--- src/rtl/rd_bus_arbiter_if.sv ---
// AXI-lite read-channel bundle (AR + R) shared by both masters and the slave port.
interface rd_bus_arbiter_if #(
  parameter int ADDR_W = 64,
  parameter int DATA_W = 64
);
  logic              ARVALID;
  logic              ARREADY;
  logic [ADDR_W-1:0] ARADDR;
  logic              RVALID;
  logic              RREADY;
  logic [DATA_W-1:0] RDATA;
  logic [1:0]        RRESP;

  // Side that issues reads
  modport master (
    output ARVALID, ARADDR, RREADY,
    input  ARREADY, RVALID, RDATA, RRESP
  );

  // Side that serves reads
  modport slave (
    input  ARVALID, ARADDR, RREADY,
    output ARREADY, RVALID, RDATA, RRESP
  );
endinterface

--- src/rtl/rd_bus_arbiter.sv ---
// rd_bus_arbiter: shares one AXI-lite read slave between the instruction-fetch
// master (m0) and the data-load master (m1). Round-robin grant held for a whole
// transaction; a response watchdog answers SLVERR if the slave goes silent.
//
// state | meaning
// IDLE  | no owner; arbitrate and accept one AR combinationally
// ADDR  | present the latched address to the slave until it is accepted
// DATA  | pass the R channel through to the owner; watchdog running
// ERR   | watchdog fired; return SLVERR to the owner
// DRAIN | owner released; swallow the late slave beat
module rd_bus_arbiter #(
  parameter int ADDR_W  = 64,
  parameter int DATA_W  = 64,
  parameter int TIMEOUT = 255,
  parameter int CNT_W   = 8
) (
  input  logic                  ACLK,
  input  logic                  ARESETn,
  rd_bus_arbiter_if.slave       m0,
  rd_bus_arbiter_if.slave       m1,
  rd_bus_arbiter_if.master      s,
  output logic [1:0]            Grant,
  output logic                  TimeoutErr
);

  typedef enum logic [2:0] {
    ST_IDLE,
    ST_ADDR,
    ST_DATA,
    ST_ERR,
    ST_DRAIN
  } state_t;

  localparam logic [CNT_W-1:0] TIMEOUT_C = CNT_W'(TIMEOUT);
  localparam logic [CNT_W-1:0] CNT_MAX   = '1;

  state_t            state_q, state_d;
  logic [ADDR_W-1:0] addr_q, addr_d;
  logic [1:0]        owner_q, owner_d;  // one-hot, bit0 = m0
  logic              last_q, last_d;    // last winner: 0 = m0, 1 = m1
  logic [CNT_W-1:0]  cnt_q, cnt_d;

  logic win1;
  logic accept;
  logic own_rready;
  logic fire;

  // Arbitration, owner's RREADY select and watchdog terminal condition
  always_comb begin
    win1       = m1.ARVALID & (~m0.ARVALID | ~last_q);
    accept     = ARESETn & (state_q == ST_IDLE) & (m0.ARVALID | m1.ARVALID);
    own_rready = owner_q[1] ? m1.RREADY : m0.RREADY;
    fire       = (state_q == ST_DATA) & ~s.RVALID & (cnt_q == TIMEOUT_C);
  end

  // Next-state and datapath register update
  always_comb begin
    state_d = state_q;
    addr_d  = addr_q;
    owner_d = owner_q;
    last_d  = last_q;
    cnt_d   = cnt_q;
    case (state_q)
      ST_IDLE: begin
        if (accept) begin
          state_d = ST_ADDR;
          owner_d = win1 ? 2'b10 : 2'b01;
          last_d  = win1;
          addr_d  = win1 ? m1.ARADDR : m0.ARADDR;
        end
      end
      ST_ADDR: begin
        if (s.ARREADY) begin
          state_d = ST_DATA;
          cnt_d   = '0;
        end
      end
      ST_DATA: begin
        // A beat arriving on the terminal count still wins over the watchdog.
        if (s.RVALID && own_rready) begin
          state_d = ST_IDLE;
        end else if (fire) begin
          state_d = ST_ERR;
        end else if (!s.RVALID && (cnt_q != CNT_MAX)) begin
          cnt_d = cnt_q + CNT_W'(1);
        end
      end
      ST_ERR: begin
        if (own_rready) state_d = ST_DRAIN;
      end
      ST_DRAIN: begin
        if (s.RVALID) state_d = ST_IDLE;
      end
      default: state_d = ST_IDLE;
    endcase
    if ((state_d == ST_IDLE) && (state_q != ST_IDLE)) begin
      owner_d = 2'b00;
      addr_d  = '0;
    end
  end

  // Output decode; everything is forced low while reset is asserted
  always_comb begin
    m0.ARREADY = 1'b0;
    m0.RVALID  = 1'b0;
    m0.RDATA   = '0;
    m0.RRESP   = 2'b00;
    m1.ARREADY = 1'b0;
    m1.RVALID  = 1'b0;
    m1.RDATA   = '0;
    m1.RRESP   = 2'b00;
    s.ARVALID  = 1'b0;
    s.RREADY   = 1'b0;
    Grant      = 2'b00;
    TimeoutErr = 1'b0;
    if (ARESETn) begin
      Grant = (state_q == ST_IDLE) ? 2'b00 : owner_q;
      case (state_q)
        ST_IDLE: begin
          m0.ARREADY = accept & ~win1;
          m1.ARREADY = accept & win1;
        end
        ST_ADDR: s.ARVALID = 1'b1;
        ST_DATA: begin
          m0.RVALID  = owner_q[0] & s.RVALID;
          m0.RDATA   = owner_q[0] ? s.RDATA : '0;
          m0.RRESP   = owner_q[0] ? s.RRESP : 2'b00;
          m1.RVALID  = owner_q[1] & s.RVALID;
          m1.RDATA   = owner_q[1] ? s.RDATA : '0;
          m1.RRESP   = owner_q[1] ? s.RRESP : 2'b00;
          s.RREADY   = own_rready;
          TimeoutErr = fire;
        end
        ST_ERR: begin
          m0.RVALID = owner_q[0];
          m0.RRESP  = owner_q[0] ? 2'b10 : 2'b00;
          m1.RVALID = owner_q[1];
          m1.RRESP  = owner_q[1] ? 2'b10 : 2'b00;
        end
        ST_DRAIN: s.RREADY = 1'b1;
        default: ;
      endcase
    end
  end

  assign s.ARADDR = addr_q;

  // State and datapath registers
  always_ff @(posedge ACLK or negedge ARESETn) begin
    if (!ARESETn) begin
      state_q <= ST_IDLE;
      addr_q  <= '0;
      owner_q <= 2'b00;
      last_q  <= 1'b0;
      cnt_q   <= '0;
    end else begin
      state_q <= state_d;
      addr_q  <= addr_d;
      owner_q <= owner_d;
      last_q  <= last_d;
      cnt_q   <= cnt_d;
    end
  end

endmodule

--- src/flat_wrapper.sv ---
// flat-port wrapper written by rule: the top's interface ports become plain ports
module rd_bus_arbiter_flat 
#(
  parameter int ADDR_W  = 64,
  parameter int DATA_W  = 64,
  parameter int TIMEOUT = 255,
  parameter int CNT_W   = 8
)
  (ACLK, ARESETn, Grant, TimeoutErr, m0_ARVALID, m0_ARADDR, m0_RREADY, m0_ARREADY, m0_RVALID, m0_RDATA, m0_RRESP, m1_ARVALID, m1_ARADDR, m1_RREADY, m1_ARREADY, m1_RVALID, m1_RDATA, m1_RRESP, s_ARVALID, s_ARADDR, s_RREADY, s_ARREADY, s_RVALID, s_RDATA, s_RRESP);
  rd_bus_arbiter_if #(.ADDR_W(ADDR_W), .DATA_W(DATA_W)) m0_i ();
  rd_bus_arbiter_if #(.ADDR_W(ADDR_W), .DATA_W(DATA_W)) m1_i ();
  rd_bus_arbiter_if #(.ADDR_W(ADDR_W), .DATA_W(DATA_W)) s_i ();
  input  logic ACLK;
  input  logic ARESETn;
  output logic [1:0] Grant;
  output logic TimeoutErr;
  input wire logic [$bits(m0_i.ARVALID)-1:0] m0_ARVALID;
  input wire logic [$bits(m0_i.ARADDR)-1:0] m0_ARADDR;
  input wire logic [$bits(m0_i.RREADY)-1:0] m0_RREADY;
  output wire logic [$bits(m0_i.ARREADY)-1:0] m0_ARREADY;
  output wire logic [$bits(m0_i.RVALID)-1:0] m0_RVALID;
  output wire logic [$bits(m0_i.RDATA)-1:0] m0_RDATA;
  output wire logic [$bits(m0_i.RRESP)-1:0] m0_RRESP;
  input wire logic [$bits(m1_i.ARVALID)-1:0] m1_ARVALID;
  input wire logic [$bits(m1_i.ARADDR)-1:0] m1_ARADDR;
  input wire logic [$bits(m1_i.RREADY)-1:0] m1_RREADY;
  output wire logic [$bits(m1_i.ARREADY)-1:0] m1_ARREADY;
  output wire logic [$bits(m1_i.RVALID)-1:0] m1_RVALID;
  output wire logic [$bits(m1_i.RDATA)-1:0] m1_RDATA;
  output wire logic [$bits(m1_i.RRESP)-1:0] m1_RRESP;
  output wire logic [$bits(s_i.ARVALID)-1:0] s_ARVALID;
  output wire logic [$bits(s_i.ARADDR)-1:0] s_ARADDR;
  output wire logic [$bits(s_i.RREADY)-1:0] s_RREADY;
  input wire logic [$bits(s_i.ARREADY)-1:0] s_ARREADY;
  input wire logic [$bits(s_i.RVALID)-1:0] s_RVALID;
  input wire logic [$bits(s_i.RDATA)-1:0] s_RDATA;
  input wire logic [$bits(s_i.RRESP)-1:0] s_RRESP;
  assign m0_i.ARVALID = m0_ARVALID;
  assign m0_i.ARADDR = m0_ARADDR;
  assign m0_i.RREADY = m0_RREADY;
  assign m0_ARREADY = m0_i.ARREADY;
  assign m0_RVALID = m0_i.RVALID;
  assign m0_RDATA = m0_i.RDATA;
  assign m0_RRESP = m0_i.RRESP;
  assign m1_i.ARVALID = m1_ARVALID;
  assign m1_i.ARADDR = m1_ARADDR;
  assign m1_i.RREADY = m1_RREADY;
  assign m1_ARREADY = m1_i.ARREADY;
  assign m1_RVALID = m1_i.RVALID;
  assign m1_RDATA = m1_i.RDATA;
  assign m1_RRESP = m1_i.RRESP;
  assign s_ARVALID = s_i.ARVALID;
  assign s_ARADDR = s_i.ARADDR;
  assign s_RREADY = s_i.RREADY;
  assign s_i.ARREADY = s_ARREADY;
  assign s_i.RVALID = s_RVALID;
  assign s_i.RDATA = s_RDATA;
  assign s_i.RRESP = s_RRESP;
  rd_bus_arbiter #(.ADDR_W(ADDR_W), .DATA_W(DATA_W), .TIMEOUT(TIMEOUT), .CNT_W(CNT_W)) u_core (.ACLK(ACLK), .ARESETn(ARESETn), .m0(m0_i), .m1(m1_i), .s(s_i), .Grant(Grant), .TimeoutErr(TimeoutErr));
endmodule
--- config.mk ---
export PLATFORM = sky130hd
export DESIGN_NAME = rd_bus_arbiter_flat
export DESIGN_NICKNAME = d
export VERILOG_FILES = /design/src/rtl/rd_bus_arbiter_if.sv /design/src/rtl/rd_bus_arbiter.sv /design/src/flat_wrapper.sv
export SDC_FILE = /design/constraint.sdc
export NUM_CORES = 1
export LEC_CHECK = 0
export ABC_CLOCK_PERIOD_IN_PS = 2150
export BUFFER_PORTS_ARGS = -buffer_cell sky130_fd_sc_hd__buf_2
export CORE_AREA = 4 4 157 159
export DETAILED_ROUTE_END_ITERATION = 10
export DIE_AREA = 0 0 161 163
export GPL_TIMING_DRIVEN = 0
export HOLD_SLACK_MARGIN = 0.05
export PLACE_DENSITY = 0.61
export SETUP_SLACK_MARGIN = 0.4
export SYNTH_ARGS = -nofsm -noshare
export SYNTH_HDL_FRONTEND = slang
export SYNTH_SLANG_ARGS = --single-unit
--- constraint.sdc ---
create_clock -name ACLK -period 2.15 [get_ports ACLK]
set_input_delay 0.43 -clock ACLK [delete_from_list [all_inputs] [get_ports ACLK]]
set_output_delay 0.43 -clock ACLK [all_outputs]
set_load 0.01 [all_outputs]
* Yosys cells after proc, flatten, opt, wreduce, memory -nomap -nowiden *
Index checks and enable logic that the tools add are counted.

cells by class
  $add $sub $neg = 1
  reduce and logical (&&, ||, !) cells = 13
  bitwise logic cells = 15
  order comparisons = 0
  $mul = 0
  shift operators = 0
  equal/unequal tests = 10
  divide/modulo/power cells = 0
  mux-type cells = 51

operators by type and width
  kind                   count
  $mux W64               10
  $mux W8                4
  $mux W2                12
  $mux W3                6
  $pmux W8 S2            1
  $pmux W3 S5            1
  $mux W1                12
  $and A1 B1 Y1          9
  $add A8 B1 Y8 const B  1
  $eq A8 B8 Y1 const B   1
  $ne A2 B2 Y1 const B   4
  $ne A8 B8 Y1 const B   1
  $pmux W2 S2            2
  $eq A3 B2 Y1 const B   2
  $logic_not A3 Y1       2
  $pmux W1 S2            3
  $reduce_bool A2 Y1     3
  $reduce_and A5 Y1      1
  $not A1 Y1             4
  $reduce_and A2 Y1      2
  $eq A3 B1 Y1 const B   1
  $eq A3 B3 Y1 const B   1
  $logic_and A1 B1 Y1    3
  $reduce_bool A3 Y1     1
  2 further kinds        3

word-level totals
  memory bits (writable) = 0
  bits of input ports = 202
  latch bits = 0
  ROM bits = 0
  flip-flop bits (word level) = 78
  memories kept = 0
  word-level logic and storage cells = 95
  output and inout port bits = 205

* Logic depth before layout (Yosys ltp) *
Gate-level depths: netlist (run 1).

  depth after elaboration = 10
  mapped depth = 7
  mapped depth without buffers = 5

* Worst setup path before layout (run 1) *
Ideal clock, no wire load.

  kind = register to output
  start = reg u_core.state_q[2]
  end = out m0_ARREADY
  arrival = 1.743 ns
  stages on the path, launching flop included = 6
  slack = -0.023 ns
  cells stage by stage = dfrtp_1 buf_2 nor4_4 buf_2 buf_1 nor2b_1

between the ends
  word-level cells in the longest chain between the ends = 6

RTL lines
  item                         line                                         text
  start, declared              rd_bus_arbiter.sv:37                         state_t state_q, state_d;
  start signal, assigned       rd_bus_arbiter.sv:157                        state_q <= state_d;
  $logic_not A3 Y1 (*)         rd_bus_arbiter.sv:51, rd_bus_arbiter.sv:118
  $and A1 B1 Y1 (2 in series)  rd_bus_arbiter.sv:51                         accept = ARESETn & (state_q == ST_IDLE) & (m0.ARVALID | m1.ARVALID);
  $and A1 B1 Y1                rd_bus_arbiter.sv:120                        m0.ARREADY = accept & ~win1;
  $mux W1 (*)                  rd_bus_arbiter.sv:118                        case (state_q)
  $mux W1 (*)                  rd_bus_arbiter.sv:116                        if (ARESETn) begin
  end, declared                flat_wrapper.sv:20                           output wire logic [$bits(m0_i.ARREADY)-1:0] m0_ARREADY;

Every way passes the cells marked *; elsewhere a longest branch is shown, timed or not.

* Final worst setup path (run 1) *
  start = reg u_core.state_q[2]
  end = out m1_RDATA[41]

between the ends
  word-level cells in the longest chain between the ends = 3

RTL lines
  item           line                   text
  $eq A3 B2 Y1   rd_bus_arbiter.sv:118
  $mux W64       rd_bus_arbiter.sv:118
  $mux W64       rd_bus_arbiter.sv:116
  end, declared  flat_wrapper.sv:29     output wire logic [$bits(m1_i.RDATA)-1:0] m1_RDATA;

No other way between the ends.

==> impl_metrics.env, run 1 <==
export IMPL_cpMostUsedCell="clkbuf_8"
export IMPL_syn_cell_area_um2=5290
export IMPL_final_cell_area_um2=9980
export IMPL_timing_slew_headroom_pct=47.8
export IMPL_worstMarginPinSlew_ns=0.783
export IMPL_cp_start_kind="flop"
export IMPL_syn_inst=540
export IMPL_cp_required_ns=1.72
export IMPL_grt_pass1_wl_um=39100
export IMPL_pwr_density_cell_nw_per_um2=1130
export IMPL_drt_iter0_markers=318
export IMPL_path_buf_inv=4
export IMPL_synth_cell_types=44
export IMPL_cts_buffer_depth=2
export IMPL_viasPerCell=4.61
export IMPL_routed_wl_um=27400
export IMPL_fin_crit_sh_pct=110
export IMPL_cp_cell_sequence="nor2b_2 > nand3_2 > nor2_4 > buf_4 > clkbuf_8 > clkbuf_8 > and2_1 > buf_2"
export IMPL_finalSetupViolations=148
export IMPL_max_freq_mhz=421
export IMPL_syn2layout_area_growth_pct=88.9
export IMPL_clkLatencyLatePin_ns=0.34
export IMPL_clk_pin_slew_worst_paths_ns=0.07
export IMPL_critPathSlowestCell="dfrtp_1"
export IMPL_grt_pass1_vias=6350
export IMPL_critPathArrivalTime_ns=1.94
export IMPL_postPlaceCellArea_um2=7910
export IMPL_critPathTopFamily="simple AND/OR/NAND/NOR gates"
export IMPL_firstDrtPassIters=4
export IMPL_grt_max_degree=48
export IMPL_drive_gt1_share_pct=67.6
export IMPL_drc=0
export IMPL_grt_ovfl_total=0
export IMPL_dieArea_um2=26200
export IMPL_cts_tree="yes"
export IMPL_htree_levels=3
export IMPL_min_period_ns=2.37
export IMPL_status="finished with violations"
export IMPL_final_cell_mix="344 x buf_2, 95 x buf_6, 76 x dfrtp_1, 72 x nor2_1, 70 x and2_1"
export IMPL_holdWs_ns=-0.0321
export IMPL_ys_seq_area_share_pct=36.9
export IMPL_multi_input_area_um2=3610
export IMPL_slowest_delay_ns=0.43
export IMPL_layout_commonest_cell="buf_2"
export IMPL_finalMaxSlewViolations=0
export IMPL_ys_warn_count=0
export IMPL_chipWidth_um=161
export IMPL_antenna_found_initial=12
export IMPL_violations="negative hold slack, negative setup slack"
export IMPL_maxCapViolations=0
export IMPL_drtAntennaViolNets=0
export IMPL_ios=407
export IMPL_syn_nets=743
export IMPL_hold_path_class="input port to asynchronous set/reset pin"
export IMPL_cts_root_buf="clkbuf_16"
export IMPL_numCtsBuffers=9
export IMPL_routabilityCongestion=0.893
export IMPL_clock_skew_final_ns=0.0114
export IMPL_rsz0062_at_grt="true"
export IMPL_core_area_um2=23300
export IMPL_num_rows=56
export IMPL_regArea_um2=1950
export IMPL_worstPathMaxFanout=5
export IMPL_ir_drop_uv=646
export IMPL_timing_final_ws_setup_ns=-0.223
export IMPL_finalPower_uw=11300
export IMPL_initial_utilization_pct=22.7
export IMPL_nets=1220
export IMPL_hold_violations=25
export IMPL_ys_seq_elements=78
export IMPL_place_hpwl_um=20300
export IMPL_dp_slack_ns=-0.924
export IMPL_ys_async_sr_fraction_pct=100
export IMPL_cts_sinks=78
export IMPL_avgRoutedWirePerCell_um=20.4
export IMPL_p_leak_uw=0.00519
export IMPL_crit_path_end_kind="output port"
export IMPL_synth_edf_count=0
export IMPL_dieHeight_um=163
export IMPL_avgSynthCellArea_um2=9.79
export IMPL_port_buffers=406
export IMPL_num_fill_cells=2249
export IMPL_critPathKind="flop to output port"
export IMPL_vias=6200
export IMPL_grt_usage_pct=19.7
export IMPL_synth_flop_cell="dfrtp_1"
report_power, final:
group          total, uW  internal [uW]  leakage [uW]  switching, uW
clock               1480            820      0.000139            662
sequential          2550           2150      0.000972            400
combinational       7270           3560       0.00408           3710
per-layer routing:
| metal | GRT usage (%) | vias up | wire length [um] |
|---|---|---|---|
| met4 | 6.44 | 0 | 814 |
| met1 | 21.5 | 2966 | 10100 |
| met5 | 0 | - | 0 |
| met2 | 38.3 | 293 | 15000 |
| li1 | - | 2890 | - |
| met3 | 3.42 | 51 | 1560 |
per-stage QoR:
step	util (%)	TNS, ns	std cells	hold slack (ns)
finish	42.9	-19.42	1345	-0.0321
global route	42.9	-38.00	1345	-0.0140
CTS	40.8	-22.26	1325	0.0197
detailed placement	34.0	-85.30	1266	0.488
global placement	33.9	-323.03	1265	0.497
floorplan	-	0	540	0.134
cells in the mapped netlist, types with 2 or more instances:
cell type  count  area, um^2
a21oi_1        4        20.0
a221oi_1      24         210
a221oi_2      40         601
a31oi_1        2        12.5
a41o_1         2        20.0
and2_1       132         826
and3_1         4        25.0
buf_1          3        11.3
buf_2         12        60.1
buf_4          4        30.0
buf_6          4        45.0
clkbuf_1      31         116
dfrtp_1       78        1950
inv_1          4        15.0
mux2i_1       67         671
nand2_1       10        37.5
nand2b_1       3        18.8
nand4_1        3        18.8
nor2_1        79         297
nor2b_1        3        18.8
nor3_1         6        30.0
o21ai_0        2        10.0
xor2_1         2        17.5
cell families after synthesis:
kind of cell	count (synthesis)	share of synthesized area [%]
DFF	78	36.9
and+or+nand+nor	250	26.2
buffers and inverters	58	5.25
AOI/OAI and AO/OA	82	17.8
adders and majority gates	1	0.237
muxes	69	13.2
xor gates and xnor gates	2	0.331
path summary, 6_finish.rpt:
path | from | to | slack, ns | cells after the start
max in group asynchronous | ARESETn | u_core.s.ARADDR[58] | 1.61 | 2
worst min-delay path | ARESETn | u_core.s.ARADDR[26] | -0.03 | 1
worst min register to register | u_core.cnt_q[0] | u_core.cnt_q[0] | 0.51 | 1
min in group ACLK | m0_ARADDR[11] | u_core.s.ARADDR[11] | 0.44 | 3
worst max-delay path | u_core.state_q[2] | m1_RDATA[41] | -0.22 | 8
worst max register to register | u_core.state_q[2] | u_core.s.ARADDR[40] | -0.02 | 9
area by class of cell:
type	instances	area share (%)
multi-input combinational	404	36.2
clock inverter	6	0.439
buffer	54	6.07
sequential	78	19.6
inverter	4	0.150
clock buffer	10	2.39
antenna	4	0.100
tap	319	4.00
timing repair buffer	466	31.1
timing repair:
item / 4_1_cts / 5_1_grt
setup buffers: 24 / 16
pin swaps: 64 / 21
gates resized for setup: 208 / 96
hold endpoints to repair: 39 / 39
gates cloned: 19 / 0
endpoints found under the setup margin: 209 / 216
registers in the layout, indices dropped and copies added (netlist names):
| name | cells |
|---|---|
| u_core.state_q | 3 |
| u_core.s.ARADDR | 64 |
| u_core.last_q | 1 |
| u_core.owner_q | 2 |
| u_core.cnt_q | 8 |
(Power assumes the default switching activity.)
==> inputs of run 2 (changes only) <==
- ABC_CLOCK_PERIOD_IN_PS: 2150 -> 2300
- CORE_AREA: 4 4 157 159 -> 4 4 158 160
- DIE_AREA: 0 0 161 163 -> 0 0 162 164
- GPL_TIMING_DRIVEN: 0 -> not set
- PLACE_DENSITY: 0.61 -> 0.58
- SKIP_LAST_GASP: not set -> 1
- clock period: 2.15 -> 2.3 ns (I/O delays scaled with it)
==> run 2 against run 1 <==
  * The flow now finishes without violations
  * Critical path depth down 1
  * First-iteration DRC count shrank 42%
  * Critical path type unchanged
  * Largest cell class unchanged
  * Global-route usage is 2.3 points lower
  * Utilization grew 6.0 points
  * Clock skew shrank 0.0051 ns
  * Die area is 1.2% higher
==> impl_metrics.env, run 2 (synthesized netlist as in run 1, its figures left out) <==
export IMPL_status="completed"
export IMPL_p_leak_uw=0.00572
export IMPL_cts_tree="yes"
export IMPL_dieHeight_um=164
export IMPL_viasPerCell=4.59
export IMPL_critPathArrivalTime_ns=1.83
export IMPL_worstMarginPinSlew_ns=0.479
export IMPL_slowest_delay_ns=0.44
export IMPL_place_hpwl_um=16200
export IMPL_cp_cell_sequence="nand2b_4 > nor3_4 > buf_6 > buf_8 > clkbuf_16 > and2_4 > buf_6"
export IMPL_firstDrtPassIters=6
export IMPL_avgRoutedWirePerCell_um=19.9
export IMPL_routed_wl_um=27200
export IMPL_finalSetupTns_ns=0
export IMPL_routabilityCongestion=0.750
export IMPL_worstPathMaxFanout=6
export IMPL_intPower_uw=7620
export IMPL_routed_wl_met2_um=14000
export IMPL_final_cell_mix="291 x buf_2, 139 x buf_6, 107 x and2_4, 75 x dfrtp_1, 71 x nor2_1"
export IMPL_drc=0
export IMPL_diodes=0
export IMPL_pwr_share_seq_pct=19.3
export IMPL_clk_pin_slew_worst_paths_ns=0.06
export IMPL_largest_reg_flops=64
export IMPL_ios=407
export IMPL_htree_levels=3
export IMPL_num_rows=56
export IMPL_finalSetupViolations=0
export IMPL_drive_gt1_share_pct=73.7
export IMPL_cp_start_kind="flop"
export IMPL_num_fill_cells=2152
export IMPL_core_area_um2=23400
export IMPL_critPathKind="flop to output port"
export IMPL_max_freq_mhz=436
export IMPL_nets=1249
export IMPL_power_switching_uw=4860
export IMPL_cts_buffer_depth=2
export IMPL_clock_skew_final_ns=0.00627
export IMPL_drt_iter0_markers=186
export IMPL_cts_sinks=78
export IMPL_timing_final_ws_setup_ns=0.00547
export IMPL_clockPowerShare_pct=12.4
export IMPL_path_buf_inv=4
export IMPL_min_period_ns=2.29
export IMPL_vias=6289
export IMPL_grt_ovfl_total=0
export IMPL_top_layer="met4"
export IMPL_initial_utilization_pct=22.6
export IMPL_crit_path_end_kind="output port"
export IMPL_critPathTopFamily="buffers and inverters"
export IMPL_combPwrFrac_pct=68.3
export IMPL_critPathSlowestCell="dfrtp_2"
export IMPL_grt_pass1_wl_um=36000
export IMPL_layout_commonest_cell="buf_2"
export IMPL_cpMostUsedCell="buf_6"
export IMPL_drtAntennaViolNets=0
export IMPL_timing_slew_headroom_pct=68.1
export IMPL_clkLatencyLatePin_ns=0.34
export IMPL_fin_util_pct=49.0
export IMPL_numCtsBuffers=9
export IMPL_rsz0062_at_grt="true"
export IMPL_grt_usage_pct=17.4
export IMPL_cts_root_buf="clkbuf_16"
export IMPL_wl_met3_um=1620
export IMPL_syn2layout_area_growth_pct=117
export IMPL_pwr_density_cell_nw_per_um2=1090
export IMPL_hold_path_class="input port to asynchronous set/reset pin"
export IMPL_maxCapViolations=0
export IMPL_dp_slack_ns=0.0864
export IMPL_fin_crit_sh_pct=99.8
export IMPL_chipWidth_um=162
export IMPL_dieArea_um2=26600
export IMPL_grt_max_degree=42
export IMPL_hold_violations=0
export IMPL_port_buffers=406
export IMPL_wl_met1_um=10900
export IMPL_antenna_found_initial=0
export IMPL_switching_share_pct=39.0
export IMPL_grt_pass1_vias=6220
export IMPL_ir_drop_uv=484
export IMPL_cp_required_ns=1.84
export IMPL_finalMaxSlewViolations=0
run 2: cell count changes in the layout (fill, tap and decap cells not counted), moves of 6 or more:
cell / before / now
buf_12: 5 / 23
buf_2: 344 / 291
buf_6: 95 / 139
clkbuf_8: 17 / 0
clkbuf_2: 6 / 0
clkbuf_16: 11 / 24
buf_4: 30 / 49
buf_16: 3 / 24
and2_4: 62 / 107
and2_1: 70 / 25
run 2: stage by stage:
stage / instance area, um^2 / hold slack, ns / power, uW / instances
detailed placement: 7930 / 0.464 / 7210 / 1249
global route: 11500 / 0.143 / 13200 / 1370
CTS: 9990 / 0.111 / 11400 / 1331
global placement: 7930 / 0.452 / 7180 / 1249
floorplan: 5340 / 0.164 / 5410 / 540
finish: 11500 / 0.137 / 12500 / 1370
run 2: final cells by class:
| type | instances | area, um^2 | area share [%] |
|---|---|---|---|
| Timing Repair Buffer | 548 | 4990 | 43.6 |
| Multi-Input combinational cell | 405 | 3780 | 33.0 |
| Sequential cell | 78 | 1960 | 17.1 |
| Tap cell | 319 | 399 | 3.48 |
| Clock buffer | 10 | 229 | 2.00 |
| Clock inverter | 6 | 86.3 | 0.754 |
| Inverter | 4 | 18.8 | 0.164 |
run 2: repair_timing:
| item | CTS | global route |
|---|---|---|
| pin swaps | 64 | 123 |
| endpoints found under the setup margin | 208 | 209 |
| setup buffers | 42 | 22 |
| resized for setup | 160 | 217 |
| hold buffers | 0 | 0 |
| gates cloned | 24 | 17 |
| hold endpoints to repair | 0 | 0 |
run 2: worst paths after layout:
kind | slack (ns) | startpoint | end | cells past startpoint
setup / recovery | 0.005 | u_core.state_q[2] | m0_RDATA[59] | 7
hold / removal | 0.14 | ARESETn | u_core.owner_q[0] | 2
setup reg to reg | 0.07 | u_core.state_q[0] | u_core.s.ARADDR[22] | 8
hold reg to reg | 0.54 | u_core.cnt_q[0] | u_core.cnt_q[0] | 1
max in group asynchronous | 1.27 | ARESETn | u_core.cnt_q[7] | 3
min in group ACLK | 0.47 | m0_ARADDR[36] | u_core.s.ARADDR[36] | 3
run 2: worst register-to-register path, cell delays in order (launching register included):
cell	delay, ns
dfrtp_2	0.40
buf_4	0.13
buf_6	0.12
clkinvlp_4	0.12
a31o_4	0.26
a221o_4	0.49
buf_4	0.18
clkbuf_16	0.15
a221oi_2	0.28
run 2: power groups by stage:
stage	registers, uW	logic [uW]	clock network (uW)
2_1_floorplan	2620	2790	0
3_3_place_gp	2430	4750	0
3_5_place_dp	2410	4810	0
4_1_cts	2390	7370	1590
5_1_grt	2480	9050	1640
6_report	2400	8530	1550
run 2: per-layer routing:
layer | vias up | global-route usage, %
li1 | 2965 | -
met1 | 3037 | 21.6
met2 | 257 | 31.8
met3 | 30 | 3.51
met4 | 0 | 3.00
met5 | - | 0
==> inputs of run 3 (changes only) <==
- REMOVE_ABC_BUFFERS: not set -> 1
==> run 3 against run 2 <==
  * The run now ends with negative setup slack left
  * Via count up 0.48%
  * Non-clock buffer count down 45
  * Fmax down 1.1%
  * Sequential cell count unchanged
  * Sequential share of layout area grew 1.2 points
  * Critical path type unchanged
  * Combinational power down 12%
  * Critical path depth is 1 higher
  * Largest power group unchanged
  * Worst hold slack better by 0.080 ns
  * Die area stayed put
  * Final cell count fell by 2.3%
  * Clock-buffer cell count down 1
==> impl_metrics.env, run 3 (synthesized netlist as in run 1, its figures left out) <==
export IMPL_antenna_found_initial=18
export IMPL_cts_tree="yes"
export IMPL_timing_final_ws_setup_ns=-0.0204
export IMPL_hold_path_class="input port to asynchronous set/reset pin"
export IMPL_grt_usage_pct=19.4
export IMPL_critPathTopFamily="buffers and inverters"
export IMPL_max_freq_mhz=431
export IMPL_ir_drop_uv=488
export IMPL_path_buf_inv=4
export IMPL_busiest_layer="met2"
export IMPL_grt_max_degree=65
export IMPL_grtUsageMet2_pct=35.4
export IMPL_rsz0062_at_grt="true"
export IMPL_core_area_um2=23400
export IMPL_firstDrtPassIters=4
export IMPL_drt_iter0_markers=331
export IMPL_numCtsBuffers=9
export IMPL_worstMarginPinSlew_ns=0.690
export IMPL_fin_util_pct=45.6
export IMPL_cts_sinks=78
export IMPL_critPathSlowestCell="dfrtp_2"
export IMPL_htree_levels=3
export IMPL_grt_use_met1_pct=22.1
export IMPL_maxCapViolations=0
export IMPL_drive_gt1_share_pct=72.0
export IMPL_num_rows=56
export IMPL_cp_start_kind="flop"
export IMPL_clkLatencyLatePin_ns=0.34
export IMPL_postPlaceCellArea_um2=7810
export IMPL_viasPerCell=4.72
export IMPL_p_leak_uw=0.00533
export IMPL_ios=407
export IMPL_num_fill_cells=2196
export IMPL_fin_crit_sh_pct=101
export IMPL_slowest_delay_ns=0.45
export IMPL_cp_cell_sequence="nor2b_4 > nand3_4 > nor2_4 > buf_8 > buf_12 > clkbuf_16 > and2_1 > buf_2"
export IMPL_placedCellCount=1237
export IMPL_clock_skew_final_ns=0.00576
export IMPL_critPathArrivalTime_ns=1.86
export IMPL_critPathKind="flop to output port"
export IMPL_largest_reg_flops=64
export IMPL_clk_pin_slew_worst_paths_ns=0.06
export IMPL_routed_wl_um=31200
export IMPL_fin_cells=1339
export IMPL_place_hpwl_um=19900
export IMPL_syn2layout_area_growth_pct=102
export IMPL_chipWidth_um=162
export IMPL_min_period_ns=2.32
export IMPL_cts_buffer_depth=2
export IMPL_vias=6319
export IMPL_crit_path_end_kind="output port"
export IMPL_grt_pass1_wl_um=37700
export IMPL_port_buffers=406
export IMPL_use_met3_pct=4.07
export IMPL_cts_root_buf="clkbuf_16"
export IMPL_drtAntennaViolNets=0
export IMPL_nets=1205
export IMPL_finalSetupTns_ns=-0.224
export IMPL_dieArea_um2=26600
export IMPL_initial_utilization_pct=22.6
export IMPL_hold_violations=0
export IMPL_reg2reg_slack_ns=0.07
export IMPL_layout_commonest_cell="buf_2"
export IMPL_final_cell_area_um2=10700
export IMPL_drc=0
export IMPL_routabilityCongestion=0.790
export IMPL_grt_ovfl_total=0
export IMPL_worstPathMaxFanout=8
export IMPL_violations="negative setup slack"
export IMPL_finalPower_uw=11300
export IMPL_dieHeight_um=164
export IMPL_status="finished with violations"
export IMPL_final_cell_mix="295 x buf_2, 127 x buf_6, 109 x and2_4, 75 x nor2_1, 75 x dfrtp_1"
export IMPL_cp_required_ns=1.84
export IMPL_avgRoutedWirePerCell_um=23.3
export IMPL_grt_pass1_vias=5857
export IMPL_timing_slew_headroom_pct=54.0
export IMPL_finalSetupViolations=23
export IMPL_finalMaxSlewViolations=0
export IMPL_pwr_density_cell_nw_per_um2=1060
## run 3: changes by cell type in the layout (fill, tap and decap cells not counted), moves of 4 or more
cell / previous run / this run
buf_2: 291 / 295
buf_6: 139 / 127
nor2_4: 5 / 1
buf_16: 24 / 12
nor2_1: 71 / 75
buf_12: 23 / 17
diode_2: 0 / 13
buf_4: 49 / 32
## run 3: cell type report
cell class	count	area (um^2)	area share [%]
flip-flops and latches	78	1960	18.3
diodes	13	32.5	0.305
multi-input cells	406	3730	34.9
inverters	4	15.0	0.141
clock buffers	9	225	2.11
clock inverters	7	63.8	0.597
repair buffers	503	4260	39.9
well taps	319	399	3.74
## run 3: path summary, 6_finish.rpt
check | startpoint | endpoint | cells after the start
max in group asynchronous | ARESETn | u_core.s.ARADDR[57] | 3
min reg2reg | u_core.cnt_q[0] | u_core.cnt_q[0] | 1
min | ARESETn | u_core.owner_q[1] | 2
min in group ACLK | m0_ARADDR[50] | u_core.s.ARADDR[50] | 3
max | u_core.state_q[2] | m1_RDATA[2] | 8
max reg2reg | u_core.state_q[2] | u_core.s.ARADDR[22] | 8
## run 3: power by group
group	switching (uW)	leakage, uW	internal [uW]
Combinational	3700	0.00422	3760
Clock	639	0.000137	756
Sequential	394	0.000971	2010
Total	4740	0.00533	6540
## run 3: what timing repair did
item,CTS,global route
setup endpoints to repair,206,208
gates cloned,14,17
pin swaps,12,129
hold buffers,1,0
endpoints found under the hold margin,1,0
buffers inserted,31,10
gates resized for setup,51,281
## run 3: layer usage
layer	routed length, um	part of all wire, %	vias to the layer above
li1	-	-	2889
met1	11100	35	3026
met2	16300	52	347
met3	2500	8.0	55
met4	1330	4.3	2
met5	9	0.029	-
## run 3: metrics by stage
step | hold slack [ns] | setup slack, ns
after global routing | 0.225 | -0.0932
after global placement | 0.260 | 0.116
final | 0.216 | -0.0204
after floorplan | 0.164 | -6.42
after CTS | 0.191 | 0.00376
after detailed placement | 0.260 | 0.0778
